File: src/rtl/inv_shift_rows_serial.sv
// inv_shift_rows_serial: AES InvShiftRows over a 32-bit column stream,
// double-buffered so one state loads while the previous one drains.
module inv_shift_rows_serial #(
    parameter int DATA_W = 128
) (
    input  logic        clk,
    input  logic        reset,
    input  logic        s_valid,
    output logic        s_ready,
    input  logic [31:0] s_data,
    input  logic        s_last,
    output logic        m_valid,
    input  logic        m_ready,
    output logic [31:0] m_data,
    output logic        m_last,
    output logic        err_frame
);
    logic [DATA_W-1:0] state_buf [2];
    logic [DATA_W-1:0] rd_buf;
    logic [1:0]        full, full_n;
    logic              wr_ptr, rd_ptr, wr_n;
    logic [1:0]        in_cnt, out_cnt;
    logic              in_fire, out_fire, in_done, out_done;
    logic [31:0]       col;

    assign in_fire  = s_valid && s_ready;
    assign out_fire = m_valid && m_ready;
    assign in_done  = in_fire && in_cnt == 2'd3;
    assign out_done = out_fire && out_cnt == 2'd3;
    assign wr_n     = wr_ptr ^ in_done;
    assign rd_buf   = state_buf[rd_ptr];
    assign m_valid  = full[rd_ptr];
    assign m_last   = m_valid && out_cnt == 2'd3;
    assign m_data   = m_valid ? col : '0;

    // Completion and release always hit different buffers, so both apply.
    always_comb begin
        full_n = full;
        if (in_done) full_n[wr_ptr] = 1'b1;
        if (out_done) full_n[rd_ptr] = 1'b0;
    end

    // Row r of output column c comes from input column (c - r) mod 4.
    always_comb begin
        col = '0;
        for (int r = 0; r < 4; r++)
            col[24-8*r +: 8] = rd_buf[32*(2'(out_cnt - 2'(r))) + 24 - 8*r +: 8];
    end

    always_ff @(posedge clk) begin
        if (!reset) begin
            full      <= '0;
            wr_ptr    <= 1'b0;
            rd_ptr    <= 1'b0;
            in_cnt    <= '0;
            out_cnt   <= '0;
            s_ready   <= 1'b0;
            err_frame <= 1'b0;
        end else begin
            full    <= full_n;
            wr_ptr  <= wr_n;
            rd_ptr  <= rd_ptr ^ out_done;
            s_ready <= !full_n[wr_n];
            if (in_fire) begin
                in_cnt <= in_cnt + 2'd1;
                if (s_last != (in_cnt == 2'd3)) err_frame <= 1'b1;
            end
            if (out_fire) out_cnt <= out_cnt + 2'd1;
        end
    end

    always_ff @(posedge clk) begin
        if (in_fire) state_buf[wr_ptr][32*in_cnt +: 32] <= s_data;
    end
endmodule
File: config.mk
export PLATFORM = sky130hd
export DESIGN_NAME = inv_shift_rows_serial
export DESIGN_NICKNAME = d
export VERILOG_FILES = /design/src/rtl/inv_shift_rows_serial.sv
export SDC_FILE = /design/constraint.sdc
export NUM_CORES = 1
export LEC_CHECK = 0
export ABC_CLOCK_PERIOD_IN_PS = 2950
export BUFFER_PORTS_ARGS = -buffer_cell sky130_fd_sc_hd__buf_4
export CAP_MARGIN = 0
export CORE_ASPECT_RATIO = 0.9
export CORE_MARGIN = 1.5
export CORE_UTILIZATION = 40
export DETAILED_ROUTE_END_ITERATION = 10
export GPL_TIMING_DRIVEN = 0
export PLACE_DENSITY = 0.66
export SLEW_MARGIN = 0
export SYNTH_ARGS = -nofsm -noshare
export SYNTH_HDL_FRONTEND = slang
export SYNTH_SLANG_ARGS = --single-unit
File: constraint.sdc
create_clock -name clk -period 2.95 [get_ports clk]
set_input_delay 0.59 -clock clk [delete_from_list [all_inputs] [get_ports clk]]
set_output_delay 0.59 -clock clk [all_outputs]
set_load 0.01 [all_outputs]
# Word level (Yosys, flattened, before mapping)
# Memories as Yosys holds them, arrays and structs flattened. A register that Yosys moved wholly into a read port is not among the register bits.
# Cells that the tools add are included.
# classes
order_cmp	5
eq_ne	3
add_sub_neg	13
n_reduce_logical	9
muxes	14
bitwise_logic	5
n_shift	6
# ops
cell	n
128-bit by 33-bit variable part select with 8-bit output	3
128-bit 2-to-1 mux	1
32-bit by 34-bit variable shift with 128-bit output, first input constant	1
128-bit by 9-bit variable part select with 8-bit output	1
32-bit by 34-bit variable part select with 128-bit output	1
7-bit negation with 34-bit output	1
7-bit by 5-bit adder with 8-bit output, second input constant	4
32-bit 2-to-1 mux	1
8-bit by 5-bit subtractor with 9-bit output, second input constant	2
8-bit by 4-bit subtractor with 9-bit output, second input constant	1
1-bit 2-to-1 mux	8
1-bit logical AND	7
1-bit by 2-bit < comparator with 1-bit output, second input constant	3
2-bit by 1-bit adder with 2-bit output, second input constant	2
2-bit equality test, second input constant	2
2-bit 2-to-1 mux	2
2-bit subtractor, second input constant	2
2-bit bitwise AND	1
1-bit demux with 1-bit select	2
1-bit >= comparator, second input constant	2
2-bit NOT	1
2-bit bitwise OR	1
2-bit AND reduction	1
2-bit by 1-bit subtractor with 2-bit output, second input constant	1
3 further kinds	4
# word_totals
wordCells	63
ramBits	256
reg_bits	10
output_inout_bits	36
mem_count	1
input_bits	37
# mem_list
memory	depth	width	read_ports	rd_ports_with_merged_regs	write_ports	line_no	rtl
state_buf	2	128	1	1	1	18	logic [DATA_W-1:0] state_buf [2];

# Logic depth before layout (Yosys ltp)
# depth
ltp_word	11
depth_mapped	6
mapped_depth_nobuf	5

# Least setup slack after synthesis
# Ideal clock, no wire load.
# synth_timing
path_type	reg2reg
start	register in_cnt[0]
end	memory state_buf[0][0], enable pin
path_buffers	0
t_required_ps	2529
path_stages_with_launch	5
setup_time_ps	421
synth_period_minus_slack_ps	2695
path_slack_ps	255
arrival_ps	2274
cell_sequence	dfxtp_1 inv_2 ha_1 nand2_1 nor2_1
# synth_between
elab_chain_cells	3
# synth_rtl
element	line_no	rtl
start: declaration	22	logic [1:0] in_cnt, out_cnt;
start signal: assignment	65	in_cnt <= in_cnt + 2'd1;
7-bit negation with 34-bit output	73	if (in_fire) state_buf[wr_ptr][32*in_cnt +: 32] <= s_data;
32-bit by 34-bit variable shift with 128-bit output	73	
128-bit 2-to-1 mux (not written as such)	73	
end: declaration	18	
# Every way passes these cells.

# Worst setup path after layout
# layout_timing
start	register out_cnt[0]
end	output port m_data[6]
# layout_between
elab_chain_cells	5
# layout_rtl
element	line_no	rtl
start: declaration	22	
start signal: assignment	68	if (out_fire) out_cnt <= out_cnt + 2'd1;
2-bit subtractor	47	col[24-8*r +: 8] = rd_buf[32*(2'(out_cnt - 2'(r))) + 24 - 8*r +: 8];
7-bit by 5-bit adder with 8-bit output	47	
8-bit by 5-bit subtractor with 9-bit output	47	
128-bit by 33-bit variable part select with 8-bit output	47	
32-bit 2-to-1 mux	34	assign m_data = m_valid ? col : '0;
end: declaration	14	output logic [31:0] m_data,
# Every way passes these cells.

==> reports/metrics.cfg <==
[run_status]
status = finished, final reports clean

[detailed_routing]
vias = 6640
dr.pass1.iters = 5
detail-route-antenna-nets = 0
wl_per_cell_um = 23.2
drt-total-wl_mm = 28.4
route.detailed.drc = 0
drt_iter0_markers = 594
via_per_inst = 5.42

[job]
drv_cap = 0

[logic_synthesis]
yosysSeqAreaShare_pct = 68.7
synth_area_leaders = edfxtp_1, mux2_2, and2_1
syn-cell-area_um2 = 11500
ys_types = 37
yosys.area.top_type_share_pct = 66.8
syn_inst = 733
mappedNetlistNets = 778
yosysTopAreaCell = edfxtp_1
ys_seq_elements = 267
yosysWarnings = 0
syn_avg_cell_area_um2 = 15.7

[finish]
fin_nets = 886
utilization_pct = 48.7
final_cells = 1225
drive_above_1_share_pct = 35.9
fillers = 2378
area_delta_synth_final_pct = 18.9
fin_area_um2 = 13700

[pwr]
leakagePower_nw = 4.75
pwr-share-comb_pct = 4.3
cellPowerDensity_nw_per_um2 = 584
sequentialPowerShare_pct = 52.7
power_switching_w = 0.00162
peakVddDrop_mv = 0.436
p_sw_share_pct = 20.2
clkPwrFrac_pct = 43.0
intPower_w = 0.00638

[clock_tree]
htreeDepth = 1
cts_hold_buf = 0
cts_root_buf = clkbuf_16
cts_buffers = 28
clk_latency_ns = 0.54
clockBufferDepth = 3
path_clk_slew_ns = 0.06
clock-sinks = 267
cts_tree = yes
post_cts_buffers = 0

[floorplanning]
fp.dieH_um = 164
core_area_um2 = 28100
die_w_um = 182
initial_core_util_pct = 41.0
dieArea_um2 = 29800
io_pins = 73
rows = 58

[critical_path]
rr_startpoint = in_cnt[0]
ff2ff_setup_slack_ns = 0.26
start_kind = flop
cp_max_fo = 11
worstPathRequired_ns = 2.36
worst_ep_arrival_time_ns = 2.27
crit_path_start = out_cnt[0]
path_class = flop to output pin
crit_path_end_kind = output pin

[sta]
finalClockSkew_ns = 0.0138
post-route-period-util_pct = 96.9
tns_ns = 0
max-slew-margin-rel_pct = 37.3
tightest_slew_ns = 0.941
timing.hold.ws_ns = 0.338
hold_viol = 0
timing.fmax_mhz = 350
slew_viol_final = 0
rsz0062_at_grt = no
fin_crit_ns = 2.86
setup_violations = 0

[placed_design]
dpl.cell_count = 1172
place_congestion = 0.756
numPortBuffers = 71
hpwlAfterDp_mm = 18.1
placed_cell_area_um2 = 12700

[grt]
grt_pass1_vias = 6910
grt_max_degree = 25
antenna_found_initial = 1
grt_pass1_wl_mm = 42.0
grt_remaining_overflow = 0
track_usage_pct = 19.5

[worst_hold_path]
min_from = reset
hold_class = primary input to flop

[cell usage in the layout, fill, tap and decap left out, types with 2 or more instances in the layout]
cell type,netlist,final
edfxtp_1,256,256
and2_1,129,129
mux2_2,126,126
buf_4,1,72
o22ai_1,64,64
clkbuf_16,0,29
nor3_1,28,24
buf_6,17,18
clkbuf_2,15,12
nor3_2,7,11
clkinv_1,1,11
nand2_1,11,10
dfxtp_1,11,10
clkbuf_1,6,7
nor2_4,0,6
clkinv_2,0,6
buf_12,0,6
clkbuf_4,0,5
a21oi_1,5,5
ha_1,8,5
inv_1,4,4
buf_2,5,4
nand2b_1,4,4
o21ai_0,3,3
nor2_1,9,3
bufinv_16,0,3
diode_2,0,2
mux2_1,2,2
and3_1,2,2
or3_1,2,2
a31oi_1,2,2
nand3_1,2,2
ha_2,0,2
buf_16,0,2
[power groups by stage]
stage	Sequential, W	Combinational [W]	Clock [W]
global placement	0.00430	0.000320	0
finish	0.00421	0.000341	0.00344
detailed placement	0.00430	0.000341	0
global route	0.00422	0.000370	0.00362
floorplan	0.00429	0.000178	0
CTS	0.00422	0.000343	0.00347
[synthesized netlist by cell type]
library cell	n
edfxtp_1	256
and2_1	129
mux2_2	126
o22ai_1	64
nor3_1	28
buf_6	17
clkbuf_2	15
dfxtp_1	11
nand2_1	11
nor2_1	9
ha_1	8
nor3_2	7
clkbuf_1	6
a21oi_1	5
buf_2	5
inv_1	4
nand2b_1	4
o21ai_0	3
a31oi_1	2
and3_1	2
mux2_1	2
nand3_1	2
or2_1	2
or3_1	2
a21o_1	1
a41oi_1	1
and4_1	1
buf_1	1
buf_4	1
clkinv_1	1
inv_2	1
mux2i_1	1
nor3b_2	1
nor4b_4	1
o31ai_1	1
xnor2_1	1
xor2_1	1
[kinds of logic (layout without fill, tap and decap cells)]
kind of cell,count (synthesis),count (layout),share of synthesized area (%)
XOR/XNOR,2,2,0.152
AND/OR/NAND/NOR,199,199,10.5
multiplexers,129,129,12.6
flip-flops,267,267,68.7
other,0,2,0
AO/OA/AOI/OAI,77,77,4.14
adder cells (fa/ha/maj),8,8,0.870
buffers and inverters,51,181,3.02
[sequential cells by signal, indices dropped and copies added (netlist names), named ones only]
register   flops
state_buf    256
full           2
in_cnt         2
out_cnt        2
err_frame      1
rd_ptr         1
s_ready        1
wr_ptr         1
[worst max-delay path, cell delays in order, from the launching register on]
cell,delay (ns)
dfxtp_2,0.44
ha_4,0.25
nand2b_1,0.07
clkbuf_4,0.21
buf_6,0.19
o22ai_1,0.10
nor3_2,0.28
buf_4,0.18
[worst paths after layout]
path,endpoint,depth (start not counted)
max,m_data[6],7
max reg2reg,state_buf[0][69],5
min reg2reg,err_frame,2
min,full[0],2
[layout make-up]
class | instances | area, um2 | area share (%)
plain buffers | 44 | 343 | 2.51
clock buffers | 32 | 737 | 5.39
inverters | 6 | 22.5 | 0.165
well taps | 360 | 450 | 3.29
repair buffers | 79 | 708 | 5.18
clock inverters | 20 | 165 | 1.21
multi-input cells | 415 | 3340 | 24.4
diodes | 2 | 5.00 | 0.0366
flip-flops and latches | 267 | 7910 | 57.8
[routing by layer]
metal  share of wire [%]  track usage (%)  vias to the layer above
met2                  49             33.5                      225
met3                 5.7             3.13                       57
li1                    -                -                     3004
met1                  43             25.4                     3354
met4                 2.8             6.17                        0
met5                   0                0                        -
[per-stage QoR]
step	setup slack [ns]	total power (W)
floorplan	0.255	0.00447
CTS	0.0161	0.00803
finish	0.0900	0.00799
detailed placement	-0.0236	0.00464
global placement	-1.19	0.00462
global route	0.00546	0.00821
[timing repair]
item	in CTS	in global routing
pin swaps	1	1
resized for setup	16	2
setup endpoints to repair	21	3
No activity file was read; power rests on OpenSTA's default activity.
